`src/rtl/game_sequencer.sv`:
```
`default_nettype none
// ============================================================================
//  Module   : game_sequencer
//  Purpose  : Game-flow controller for the road-crossing game. Turns the
//             collision (HIT) and goal (GOAL) pulses from the player datapath
//             into the session flow IDLE -> PLAY -> RESPAWN / LEVEL_UP ->
//             GAME_OVER. Owns lives, level and the two-digit BCD score, and
//             drives the car step period, player enable and the status LED.
//  Ports    : CLK          system clock
//             RST_N        asynchronous active-low reset
//             START        start button level (edge detected here)
//             HIT, GOAL    one-cycle event pulses from the player datapath
//             player_en    player movement enable
//             respawn      one-cycle "return player to spawn" pulse
//             car_period   car step period in CLK cycles
//             level        current level (saturates at MAX_LEVEL)
//             lives        remaining lives
//             score_tens   BCD tens digit
//             score_units  BCD units digit
//             game_over    high while in GAME_OVER
//             LED1         status LED (blinks in LEVEL_UP, on in GAME_OVER)
//             timer_secs   round timer seconds (only with GAME_SEQ_TIMER_EN)
//  Options  : `define GAME_SEQ_TIMER_EN adds a per-round countdown timer whose
//             expiry is handled exactly like a HIT.
//  Revision : 1.0 - initial release
// ============================================================================
module game_sequencer #(
  parameter int LIVES_INIT      = 3,
  parameter int GOALS_PER_LEVEL = 5,
  parameter int MAX_LEVEL       = 7,
  parameter int CAR_PERIOD_BASE = 400000,
  parameter int CAR_PERIOD_STEP = 40000,
  parameter int FREEZE_CYCLES   = 25000000,
  parameter int BLINK_CYCLES    = 6250000
`ifdef GAME_SEQ_TIMER_EN
  ,
  parameter int TIMER_SECONDS   = 30,
  parameter int TICK_CYCLES     = 25000000
`endif
) (
  input  logic        CLK,
  input  logic        RST_N,
  input  logic        START,
  input  logic        HIT,
  input  logic        GOAL,
  output logic        player_en,
  output logic        respawn,
  output logic [31:0] car_period,
  output logic [2:0]  level,
  output logic [1:0]  lives,
  output logic [3:0]  score_tens,
  output logic [3:0]  score_units,
  output logic        game_over,
  output logic        LED1
`ifdef GAME_SEQ_TIMER_EN
  ,
  output logic [7:0]  timer_secs
`endif
);

  typedef enum logic [2:0] {
    S_IDLE      = 3'd0,
    S_PLAY      = 3'd1,
    S_RESPAWN   = 3'd2,
    S_LEVEL_UP  = 3'd3,
    S_GAME_OVER = 3'd4
  } state_t;

  state_t      state, state_nx;
  logic        player_en_nx, respawn_nx, game_over_nx, led_nx;
  logic [31:0] car_period_nx;
  logic [2:0]  level_nx;
  logic [1:0]  lives_nx;
  logic [3:0]  tens_nx, units_nx;
  logic [3:0]  goal_cnt, goal_cnt_nx;
  logic [31:0] freeze_cnt, freeze_cnt_nx;
  logic [31:0] blink_cnt, blink_cnt_nx;
  logic        start_q, start_armed;
  logic        start_rise;
  logic        hit_evt;
  logic        respawn_req;

  // start_armed only becomes set once START has been seen low after reset,
  // so a button held through reset release cannot launch a game.
  assign start_rise = START & ~start_q & start_armed;

`ifdef GAME_SEQ_TIMER_EN
  logic [7:0]  timer, timer_nx;
  logic [31:0] tick_cnt, tick_cnt_nx;
  assign hit_evt    = HIT | ((state == S_PLAY) && (timer == 8'd0));
  assign timer_secs = timer;
`else
  assign hit_evt = HIT;
`endif

  always_comb begin
    state_nx      = state;
    level_nx      = level;
    lives_nx      = lives;
    tens_nx       = score_tens;
    units_nx      = score_units;
    goal_cnt_nx   = goal_cnt;
    freeze_cnt_nx = freeze_cnt;
    blink_cnt_nx  = blink_cnt;
    led_nx        = LED1;
    respawn_req   = 1'b0;

    case (state)
      S_IDLE, S_GAME_OVER: begin
        if (start_rise) begin
          state_nx    = S_PLAY;
          lives_nx    = 2'(LIVES_INIT);
          level_nx    = 3'd0;
          tens_nx     = 4'd0;
          units_nx    = 4'd0;
          goal_cnt_nx = 4'd0;
          led_nx      = 1'b0;
          respawn_req = 1'b1;
        end
      end
      S_PLAY: begin
        // HIT wins; a GOAL in the same cycle is dropped.
        if (hit_evt) begin
          if (lives > 2'd1) begin
            lives_nx      = lives - 2'd1;
            respawn_req   = 1'b1;
            freeze_cnt_nx = 32'd0;
            state_nx      = S_RESPAWN;
          end else begin
            lives_nx = 2'd0;
            led_nx   = 1'b1;
            state_nx = S_GAME_OVER;
          end
        end else if (GOAL) begin
          respawn_req = 1'b1;
          if (score_tens == 4'd9 && score_units == 4'd9) begin
            tens_nx = score_tens;
          end else if (score_units == 4'd9) begin
            units_nx = 4'd0;
            tens_nx  = score_tens + 4'd1;
          end else begin
            units_nx = score_units + 4'd1;
          end
          if ((goal_cnt + 4'd1) == 4'(GOALS_PER_LEVEL)) begin
            goal_cnt_nx = 4'd0;
            if (int'(level) < MAX_LEVEL) begin
              level_nx      = level + 3'd1;
              freeze_cnt_nx = 32'd0;
              blink_cnt_nx  = 32'd0;
              state_nx      = S_LEVEL_UP;
            end
          end else begin
            goal_cnt_nx = goal_cnt + 4'd1;
          end
        end
      end
      S_RESPAWN: begin
        if (freeze_cnt == 32'(FREEZE_CYCLES - 1)) begin
          freeze_cnt_nx = 32'd0;
          state_nx      = S_PLAY;
        end else begin
          freeze_cnt_nx = freeze_cnt + 32'd1;
        end
      end
      S_LEVEL_UP: begin
        if (freeze_cnt == 32'(FREEZE_CYCLES - 1)) begin
          freeze_cnt_nx = 32'd0;
          blink_cnt_nx  = 32'd0;
          led_nx        = 1'b0;
          state_nx      = S_PLAY;
        end else begin
          freeze_cnt_nx = freeze_cnt + 32'd1;
          if (blink_cnt == 32'(BLINK_CYCLES - 1)) begin
            blink_cnt_nx = 32'd0;
            led_nx       = ~LED1;
          end else begin
            blink_cnt_nx = blink_cnt + 32'd1;
          end
        end
      end
      default: state_nx = S_IDLE;
    endcase

    // A request arriving while the pulse is still high is merged into it,
    // which keeps respawn from ever lasting two cycles.
    respawn_nx    = respawn_req & ~respawn;
    player_en_nx  = (state_nx == S_PLAY);
    game_over_nx  = (state_nx == S_GAME_OVER);
    // Follows the registered level, so it trails a level change by a cycle.
    car_period_nx = 32'(CAR_PERIOD_BASE) - 32'(level) * 32'(CAR_PERIOD_STEP);

`ifdef GAME_SEQ_TIMER_EN
    timer_nx    = timer;
    tick_cnt_nx = tick_cnt;
    if (respawn_req) begin
      timer_nx    = 8'(TIMER_SECONDS);
      tick_cnt_nx = 32'd0;
    end else if (state == S_PLAY && timer != 8'd0) begin
      if (tick_cnt == 32'(TICK_CYCLES - 1)) begin
        tick_cnt_nx = 32'd0;
        timer_nx    = timer - 8'd1;
      end else begin
        tick_cnt_nx = tick_cnt + 32'd1;
      end
    end
`endif
  end

  always_ff @(posedge CLK or negedge RST_N) begin
    if (!RST_N) begin
      state       <= S_IDLE;
      player_en   <= 1'b0;
      respawn     <= 1'b0;
      level       <= 3'd0;
      lives       <= 2'(LIVES_INIT);
      score_tens  <= 4'd0;
      score_units <= 4'd0;
      goal_cnt    <= 4'd0;
      car_period  <= 32'(CAR_PERIOD_BASE);
      game_over   <= 1'b0;
      LED1        <= 1'b0;
      freeze_cnt  <= 32'd0;
      blink_cnt   <= 32'd0;
      start_q     <= 1'b0;
      start_armed <= 1'b0;
`ifdef GAME_SEQ_TIMER_EN
      timer       <= 8'(TIMER_SECONDS);
      tick_cnt    <= 32'd0;
`endif
    end else begin
      state       <= state_nx;
      player_en   <= player_en_nx;
      respawn     <= respawn_nx;
      level       <= level_nx;
      lives       <= lives_nx;
      score_tens  <= tens_nx;
      score_units <= units_nx;
      goal_cnt    <= goal_cnt_nx;
      car_period  <= car_period_nx;
      game_over   <= game_over_nx;
      LED1        <= led_nx;
      freeze_cnt  <= freeze_cnt_nx;
      blink_cnt   <= blink_cnt_nx;
      start_q     <= START;
      start_armed <= start_armed | ~START;
`ifdef GAME_SEQ_TIMER_EN
      timer       <= timer_nx;
      tick_cnt    <= tick_cnt_nx;
`endif
    end
  end

endmodule
`default_nettype wire
```
`config.mk`:
```
export PLATFORM = sky130hd
export DESIGN_NAME = game_sequencer
export DESIGN_NICKNAME = d
export VERILOG_FILES = /design/src/rtl/game_sequencer.sv
export SDC_FILE = /design/constraint.sdc
export NUM_CORES = 1
export LEC_CHECK = 0
export ABC_AREA = 1
export ABC_CLOCK_PERIOD_IN_PS = 3700
export CAP_MARGIN = 10
export CORE_MARGIN = 1
export CORE_UTILIZATION = 50
export DETAILED_ROUTE_END_ITERATION = 10
export PLACE_DENSITY = 0.7
export SLEW_MARGIN = 20
export SYNTH_ARGS = -nofsm -noshare
export SYNTH_HDL_FRONTEND = slang
export SYNTH_SLANG_ARGS = --single-unit
```
`constraint.sdc`:
```
create_clock -name CLK -period 3.7 [get_ports CLK]
set_input_delay 0.74 -clock CLK [delete_from_list [all_inputs] [get_ports CLK]]
set_output_delay 0.74 -clock CLK [all_outputs]
set_load 0.03 [all_outputs]
```
[Yosys cells after proc, flatten, opt, wreduce, memory -nomap -nowiden]
Cells that the tools add are included.
Word-level totals
  register bits: 110
  input bits: 5
  output and inout port bits: 49
  word-level logic and storage cells: 130
Operators by class
  add/subtract/negate cells: 8
  multiply operators: 1
  magnitude comparators: 2
  eq/ne operators: 25
  muxes and demuxes: 55
  bitwise logic cells: 8
  reductions and logical operators: 16
Operators by type and width (count)
  2-to-1 mux 32 bit: 9
  case mux 32 bit (2 select lines): 2
  adder 32 x 1 -> 32 bit (second input constant): 2
  2-to-1 mux 4 bit: 12
  2-to-1 mux 3 bit: 12
  == test 32 x 23 -> 1 bit (second input constant): 1
  == test 32 x 25 -> 1 bit (second input constant): 1
  case mux 4 bit (2 select lines): 3
  AND reduction 5 bit: 4
  subtractor 19 x 19 -> 20 bit (first input constant): 1
  inequality test 2 bit (second input constant): 9
  inequality test 3 bit (second input constant): 5
  multiplier 3 x 10 -> 13 bit (second input constant): 1
  adder 4 x 1 -> 4 bit (second input constant): 3
  AND reduction 6 bit: 2
  2-to-1 mux 1 bit: 9
  case mux 3 bit (3 select lines): 1
  == test 4 bit (second input constant): 2
  == test 3 x 1 -> 1 bit (second input constant): 2
  == test 3 x 2 -> 1 bit (second input constant): 2
  == test 3 bit (second input constant): 2
  2-to-1 mux 2 bit: 3
  case mux 3 bit (2 select lines): 1
  nonzero test 2 bit: 3
  other kinds (17): 23

[Longest topological paths before layout]
Gate-level depths: netlist of the first run.
  depth in word-level cells: 7
  mapped depth: 13
  depth with buffers taken out: 12

[Worst setup path after synthesis of the first run]
OpenSTA, ideal clock, no wires.
  kind: register to register
  start: register level[1]
  end: register car_period[18]
  setup time: 0.060 ns
  arrival time: 2.738 ns
  data required time: 3.640 ns
  path slack: 0.902 ns
  cell stages (with the launch flop): 13
  path buffers: 0
  period minus slack after synthesis: 2.798 ns
  path through: dfrtp_1 > inv_1 > fa_1 > inv_1 > ha_1 > inv_1 > fa_1 > inv_1 > a31oi_1 > nand2_1 > o21ai_0 > nand2_1 > nand2_1
On the way
  word-level cells in the longest chain between the ends: 2
RTL lines
  start, declared: RTL line 49  | output logic [2:0] level,
  start signal, assigned: RTL line 234  | level <= level_nx;
  multiplier 3 x 10 -> 13 bit: RTL line 190  | car_period_nx = 32'(CAR_PERIOD_BASE) - 32'(level) * 32'(CAR_PERIOD_STEP);
  subtractor 19 x 19 -> 20 bit: RTL line 190
  net car_period_nx[18]: RTL line 71  | logic [31:0] car_period_nx;
  end signal, assigned: RTL line 219  | car_period <= 32'(CAR_PERIOD_BASE);
  end signal, assigned: RTL line 239  | car_period <= car_period_nx;
  end, declared: RTL line 48  | output logic [31:0] car_period,
The timed path passes the listed nets, and every way through them passes these cells.
A chain may end at the register's enable or synchronous reset.

[Final worst setup path of the first run]
  start: register level[0]
  end: register car_period[18]
Same word-level chain as after synthesis.

==> qor.yml, run 1 <==
finish:
  n_fill_cell: 1274
  diodes: 0
  nets: 1035
  drive_above_1_share_pct: 7.692
  post-route-util_pct: 57.63
  stdcell_area_mm2: 0.007784
  area_delta_synth_final_pct: 10.65
placed_design:
  dp_hpwl_um: 12190
  pre_cts_ws_ns: 0.7995
  port_buffers: 47
  place_area_mm2: 0.007476
  gp_congestion: 0.9534
yosys:
  yosys_most_used_dff: "dfrtp_1"
  ys_top_cells_by_count: "293 x nand2_1, 129 x nor2_1, 103 x inv_1"
  syn_area_mm2: 0.007034
  synthCells: 979
  synthArstFlopShare_pct: 100.0
  synth_top_area_cell: "dfrtp_1"
  syn_avg_cell_area_um2: 7.185
  synth_seq_cells: 103
  yosysSeqAreaShare_pct: 36.78
  netlist_top_cells_area: "dfrtp_1 34%, nand2_1 16%, nor2_1 6.9%"
  ys_types: 47
  synth_most_common_cell: "nand2_1"
  synth.top_cell.area_share_pct: 33.80
  synth_edf_count: 0
  yosys_warnings: 0
setup_path:
  critPathKind: "reg -> reg"
  cp.arrival_ns: 3.32
  cp_max_fo: 12
  worstSetupEndpointType: "flip-flop"
  required_ns: 4.01
  start_kind: "flip-flop"
sta:
  maxSlewViolCount: 0
  skew_ns: 0.008627
  period_needed_ns: 3.008
  setup_viol_count_final: 0
  hold_violations: 0
  fmax_mhz: 332.5
  grt_setup_unrepaired: "no"
  slew-limit-headroom_pct: 43.90
  fin_crit_sh_pct: 81.29
  setup_ws_ns: 0.6923
  tns_ns: 0
  tightest_slew_ns: 0.8405
clock_network:
  cts_buffers: 9
  clk_pin_slew_worst_paths_ns: 0.07
  cts_setup_buffers: 0
  cts_resized: 0
  cts_tree: "yes"
  cts-htree-levels: 3
  cts.sinks: 103
  clockBufferDepth: 2
  cts_hold_buf: 0
  cts_root_buf: "clkbuf_16"
  clk_latency_ns: 0.37
grt:
  grt_usage_pct: 24.80
  gr-total-overflow: 0
  grt_pass1_vias: 5843
  antenna_found_initial: 0
  grt_first_pass_wirelength_um: 28210
  grt_max_degree: 82
pwr:
  vdd_ir_drop_max_uv: 231.4
  p_leak_uw: 0.003670
  p_clk_share_pct: 46.1
  powerDensity_mw_per_mm2: 278.0
  internal_power_uw: 1662
  p_switching_uw: 501.8
  switching_share_pct: 23.19
  pwr-share-comb_pct: 1.8
  power_uw: 2164
  p_seq_share_pct: 52.0
floorplan:
  start_util_pct: 52.08
  die-area_mm2: 0.01455
  die_w_um: 120.6
  io_pins: 54
  rows: 42
  die_h_um: 120.6
  core-area_mm2: 0.01351
route:
  vias: 6183
  drt_pre_antenna_iters: 5
  wire_per_inst_um: 13.98
  antenna_left: 0
  vias_per_cell: 5.196
  wirelength_um: 16630
  drcViolationCount: 0
  drtIter0Drc: 370
min_path:
  min_path_type: "in -> async"
run_status:
  status: "complete, no violations"
job:
  maxCapViolCount: 0
cells by family after synthesis:
family | after synthesis | synth area share [%]
buffers and inverters | 141 | 9.711
AOI/OAI and AO/OA | 78 | 6.084
other | 1 | 0.05331
xor gates and xnor gates | 33 | 4.109
adders and majority gates | 21 | 4.056
DFF | 103 | 36.78
and+or+nand+nor | 602 | 39.20
stage by stage:
stage | hold WS (ns) | cells
after global placement | 0.4143 | 1174
after floorplan | 0.4266 | 984
after global routing | 0.4533 | 1190
after detailed placement | 0.4173 | 1174
final | 0.4255 | 1190
after CTS | 0.4291 | 1190
path summary, 6_finish.rpt:
path,cells past startpoint,slack [ns],start,end
min,1,0.43,RST_N,car_period[8]
min in group CLK,1,0.43,respawn,respawn
max,12,0.69,level[0],car_period[18]
max reg2reg,12,0.69,level[0],car_period[18]
min reg2reg,1,0.43,respawn,respawn
max in group asynchronous,2,2.51,RST_N,blink_cnt[9]
power by group through the flow:
stage | Sequential, uW | Combinational, uW | Clock (uW)
floorplan | 1150 | 15.5 | 0
global placement | 1150 | 41.2 | 0
detailed placement | 1150 | 41.4 | 0
CTS | 1130 | 41.3 | 1020
global route | 1130 | 46.2 | 1060
finish | 1130 | 39.7 | 999
worst max-delay path, cell delays in order (launching register included):
cell and delay [ns]:
dfrtp_1 0.60, inv_1 0.24, fa_1 0.51, inv_1 0.07
ha_1 0.16, inv_1 0.06, fa_1 0.56, inv_1 0.06
a31oi_1 0.30, nand2_1 0.08, o21ai_0 0.17, nand2_1 0.06
nand2_1 0.08
routing by layer:
metal / share of wire (%) / global-route usage, % / routed length, um
met4: 2.8 / 11.19 / 466
met5: 0 / 0 / 0
met1: 45 / 31.90 / 7534
met3: 3.9 / 4.670 / 641
met2: 48 / 40.48 / 7991
cells in the final DEF, fill, tap and decap left out, types with 4 or more instances in the layout:
cell and count:
a21oi_1 6, clkbuf_16 9, clkdlybuf4s50_1 46, conb_1 6
dfrtp_1 95, dfstp_2 8, ha_1 18, inv_1 103
nand2_1 293, nand2_2 7, nand2_4 5, nand3_1 83
nand4_1 32, nor2_1 129, nor2_2 8, nor2_4 9
nor3_1 16, nor3_2 4, o21ai_0 21, o21ai_1 37
o21bai_1 4, xnor2_1 8, xor2_1 25
registers in the layout, indices dropped and copies added, names as in the netlist:
name,cells
blink_cnt,32
freeze_cnt,32
car_period,13
goal_cnt,4
score_tens,4
score_units,4
level,3
state,3
lives,2
LED1,1
game_over,1
player_en,1
respawn,1
start_armed,1
start_q,1
layout make-up:
cell class	count	area, um^2	share of cell area, %
tap	176	220.2	2.829
timing repair buffer	50	494.2	6.349
clock buffer	9	225.2	2.893
sequential	103	2587	33.24
multi-input combinational	740	3782	48.59
inverter	105	395.4	5.080
clock inverter	7	78.83	1.013
Note: power is estimated with default switching activity, not from simulation.
==> run 2: changes to the inputs <==
--- a/config.mk
+++ b/config.mk
@@ -6,12 +6,12 @@
 export NUM_CORES = 1
 export LEC_CHECK = 0
 export ABC_AREA = 1
-export ABC_CLOCK_PERIOD_IN_PS = 3700
+export ABC_CLOCK_PERIOD_IN_PS = 2580
 export CAP_MARGIN = 10
 export CORE_MARGIN = 1
 export CORE_UTILIZATION = 50
 export DETAILED_ROUTE_END_ITERATION = 10
-export PLACE_DENSITY = 0.7
+export PLACE_DENSITY = 0.73
 export SLEW_MARGIN = 20
 export SYNTH_ARGS = -nofsm -noshare
 export SYNTH_HDL_FRONTEND = slang
==> constraint.sdc (replaced) <==
create_clock -name CLK -period 2.58 [get_ports CLK]
set_input_delay 0.516 -clock CLK [delete_from_list [all_inputs] [get_ports CLK]]
set_output_delay 0.516 -clock CLK [all_outputs]
set_load 0.03 [all_outputs]
==> run 2 against run 1 <==
Combinational power up 55%. Sequential share of layout area down 0.55 points. Design area up 1.8%. Critical path depth unchanged. Non-clock buffer count up 13. Clock skew up 0.0028 ns. Worst setup slack worse by 0.54 ns. Register-to-register slack worse by 0.54 ns. Fmax up 24%. Critical endpoint is now car_period[19]. Highest routed layer unchanged.
==> qor.yml, run 2 (synthesized netlist as in run 1, its figures left out) <==
floorplan:
  start_util_pct: 52.08  # unchanged
  die_w_um: 120.6  # unchanged
  rows: 42  # unchanged
  io_pins: 54  # unchanged
  core-area_mm2: 0.01351  # unchanged
  die-area_mm2: 0.01455  # unchanged
  die_h_um: 120.6  # unchanged
sta:
  hold_violations: 0  # unchanged
  period_needed_ns: 2.426  # -0.5815 ns
  setup_ws_ns: 0.1539  # -0.5385 ns
  fin_crit_sh_pct: 94.04  # +13 points
  maxSlewViolCount: 0  # unchanged
  fmax_mhz: 412.2  # +24%
  whs_ns: 0.1943  # -0.2312 ns
  skew_ns: 0.01140  # +0.002768 ns
  slew-limit-headroom_pct: 52.36  # +8.5 points
  setup_viol_count_final: 0  # unchanged
  tightest_slew_ns: 0.7146  # -0.1259 ns
clock_network:
  clockBufferDepth: 2  # unchanged
  cts.sinks: 103  # unchanged
  clk_latency_ns: 0.37  # about the same
  cts_tree: "yes"
  cts_root_buf: "clkbuf_16"
  clk_pin_slew_worst_paths_ns: 0.07  # about the same
  cts_buffers: 9  # unchanged
  cts-htree-levels: 3  # unchanged
route:
  topRoutingLayerUsed: "met4"
  drcViolationCount: 0  # unchanged
  drtIter0Drc: 501  # +35%
  vias_per_cell: 5.266  # +1.4%
  antenna_left: 0  # unchanged
  wl_met3_um: 776  # +21%
  wirelength_um: 16330  # -1.8%
  drt_pre_antenna_iters: 5  # unchanged
  met2_length_um: 7694  # -3.7%
  wl_met1_um: 7422  # -1.5%
  wire_per_inst_um: 13.58  # -2.9%
  vias: 6335  # +2.5%
finish:
  final_common_cell: "nand2_1"
  diodes: 0  # unchanged
  nets: 1048  # +1.3%
  area_delta_synth_final_pct: 12.66
  largestRegisters: "blink_cnt (32), freeze_cnt (32), car_period (13)"
  drive_above_1_share_pct: 9.737  # +2.0 points
  mostFrequentLayoutCells: "293 x nand2_1, 128 x nor2_1, 101 x inv_1, 92 x dfrtp_1, 83 x nand3_1"
setup_path:
  required_ns: 2.87  # -1.14 ns
  start_kind: "flip-flop"
  cp.arrival_ns: 2.72  # -0.60 ns
  crit_path_frequent_cell: "inv_1"
  worstSetupEndpointType: "flip-flop"
  cp_max_fo: 2  # -10
  rr_worst_depth: 12  # unchanged
  cp.buffers_inverters: 3  # -1
  crit_path_cell_trace: "inv_1, fa_1, inv_1, ha_1, inv_1, fa_1, o21ai_2, xor2_2, nor2_2, nand2_1, nand2_1, nor2_1"
  slowest_delay_ns: 0.41  # -0.19 ns
  critPathKind: "reg -> reg"
  cp_slowest_cell: "fa_1"
  cp.depth: 12  # unchanged
  crit_family: "adder cells"
job:
  maxCapViolCount: 0  # unchanged
grt:
  grt_max_degree: 55  # -33%
  grt_usage_pct: 24.52  # -0.27 points
  gr-total-overflow: 0  # unchanged
  antenna_found_initial: 0  # unchanged
  grt_pass1_vias: 5979  # +2.3%
  grt_first_pass_wirelength_um: 28260  # +0.15%
placed_design:
  dp_hpwl_um: 12170  # -0.14%
  gp_congestion: 0.9554  # +0.21%
  pre_cts_ws_ns: 0.1738  # -0.6258 ns
  port_buffers: 47  # unchanged
pwr:
  powerDensity_mw_per_mm2: 392.2  # +41%
  p_leak_uw: 0.003757  # +2.4%
  vdd_ir_drop_max_uv: 405.8  # +75%
min_path:
  min_path_type: "in -> async"
run_status:
  status: "complete, no violations"
[run 2: cell count changes in the layout (fill, tap and decap cells not counted), moves of 2 or more]
cell,previous run,this run
buf_4,3,16
clkinv_2,1,3
clkinvlp_4,3,0
dfrtp_1,95,92
dfrtp_2,0,3
inv_1,103,101
inv_2,1,3
[run 2: layout make-up]
cell class / instances / area, um^2
clock buffers: 9 / 225.2
repair buffers: 63 / 600.6
inverters: 105 / 395.4
well taps: 176 / 220.2
fillers: 1262 / 5580
flip-flops and latches: 103 / 2591
clock inverters: 7 / 77.57
multi-input cells: 740 / 3815
[run 2: final timing paths]
kind	slack, ns	start	to
setup / recovery	0.15	level[2]	car_period[19]
hold / removal	0.19	RST_N	car_period[8]
setup reg to reg	0.15	level[2]	car_period[19]
hold reg to reg	0.44	respawn	respawn
max in group asynchronous	1.68	RST_N	lives[1]
min in group CLK	0.44	respawn	respawn
[run 2: stage by stage]
step           area, um^2  utilization (%)  total power, uW  setup TNS [ns]  cells
6_report             7925            58.68             3108               0   1203
5_1_grt              7925            58.68             3208      -0.0002625   1203
4_1_cts              7899            58.49             3145               0   1203
3_5_place_dp         7596            56.24             1711               0   1187
3_3_place_gp         7596            56.24             1710               0   1187
2_1_floorplan        7063                -             1669               0    984
[run 2: worst register-to-register path: cells and delay by family, from the launching register on]
family,cells,cell delay (ns)
fa+ha+maj,3,0.98
buf+inv,3,0.20
compound gates,1,0.22
xor+xnor,1,0.22
flops,1,0.40
simple gates,4,0.34
[run 2: routing by layer]
layer	vias up	track usage, %
met2	182	40.23
met4	0	9.877
li1	3183	-
met5	-	0
met3	43	5.142
met1	2927	31.48
[run 2: power breakdown]
group,total (uW),switching [uW],internal [uW]
clock network,1430,667,765
registers,1610,0.271,1610
logic,61.4,49.3,12.1
total,3110,717,2390
[run 2: repair_timing]
action | 4_1_cts | 5_1_grt
gates resized for setup | 0 | 4
hold buffers | 0 | 0
setup endpoints to repair | 0 | 3
buffers inserted | 0 | 0
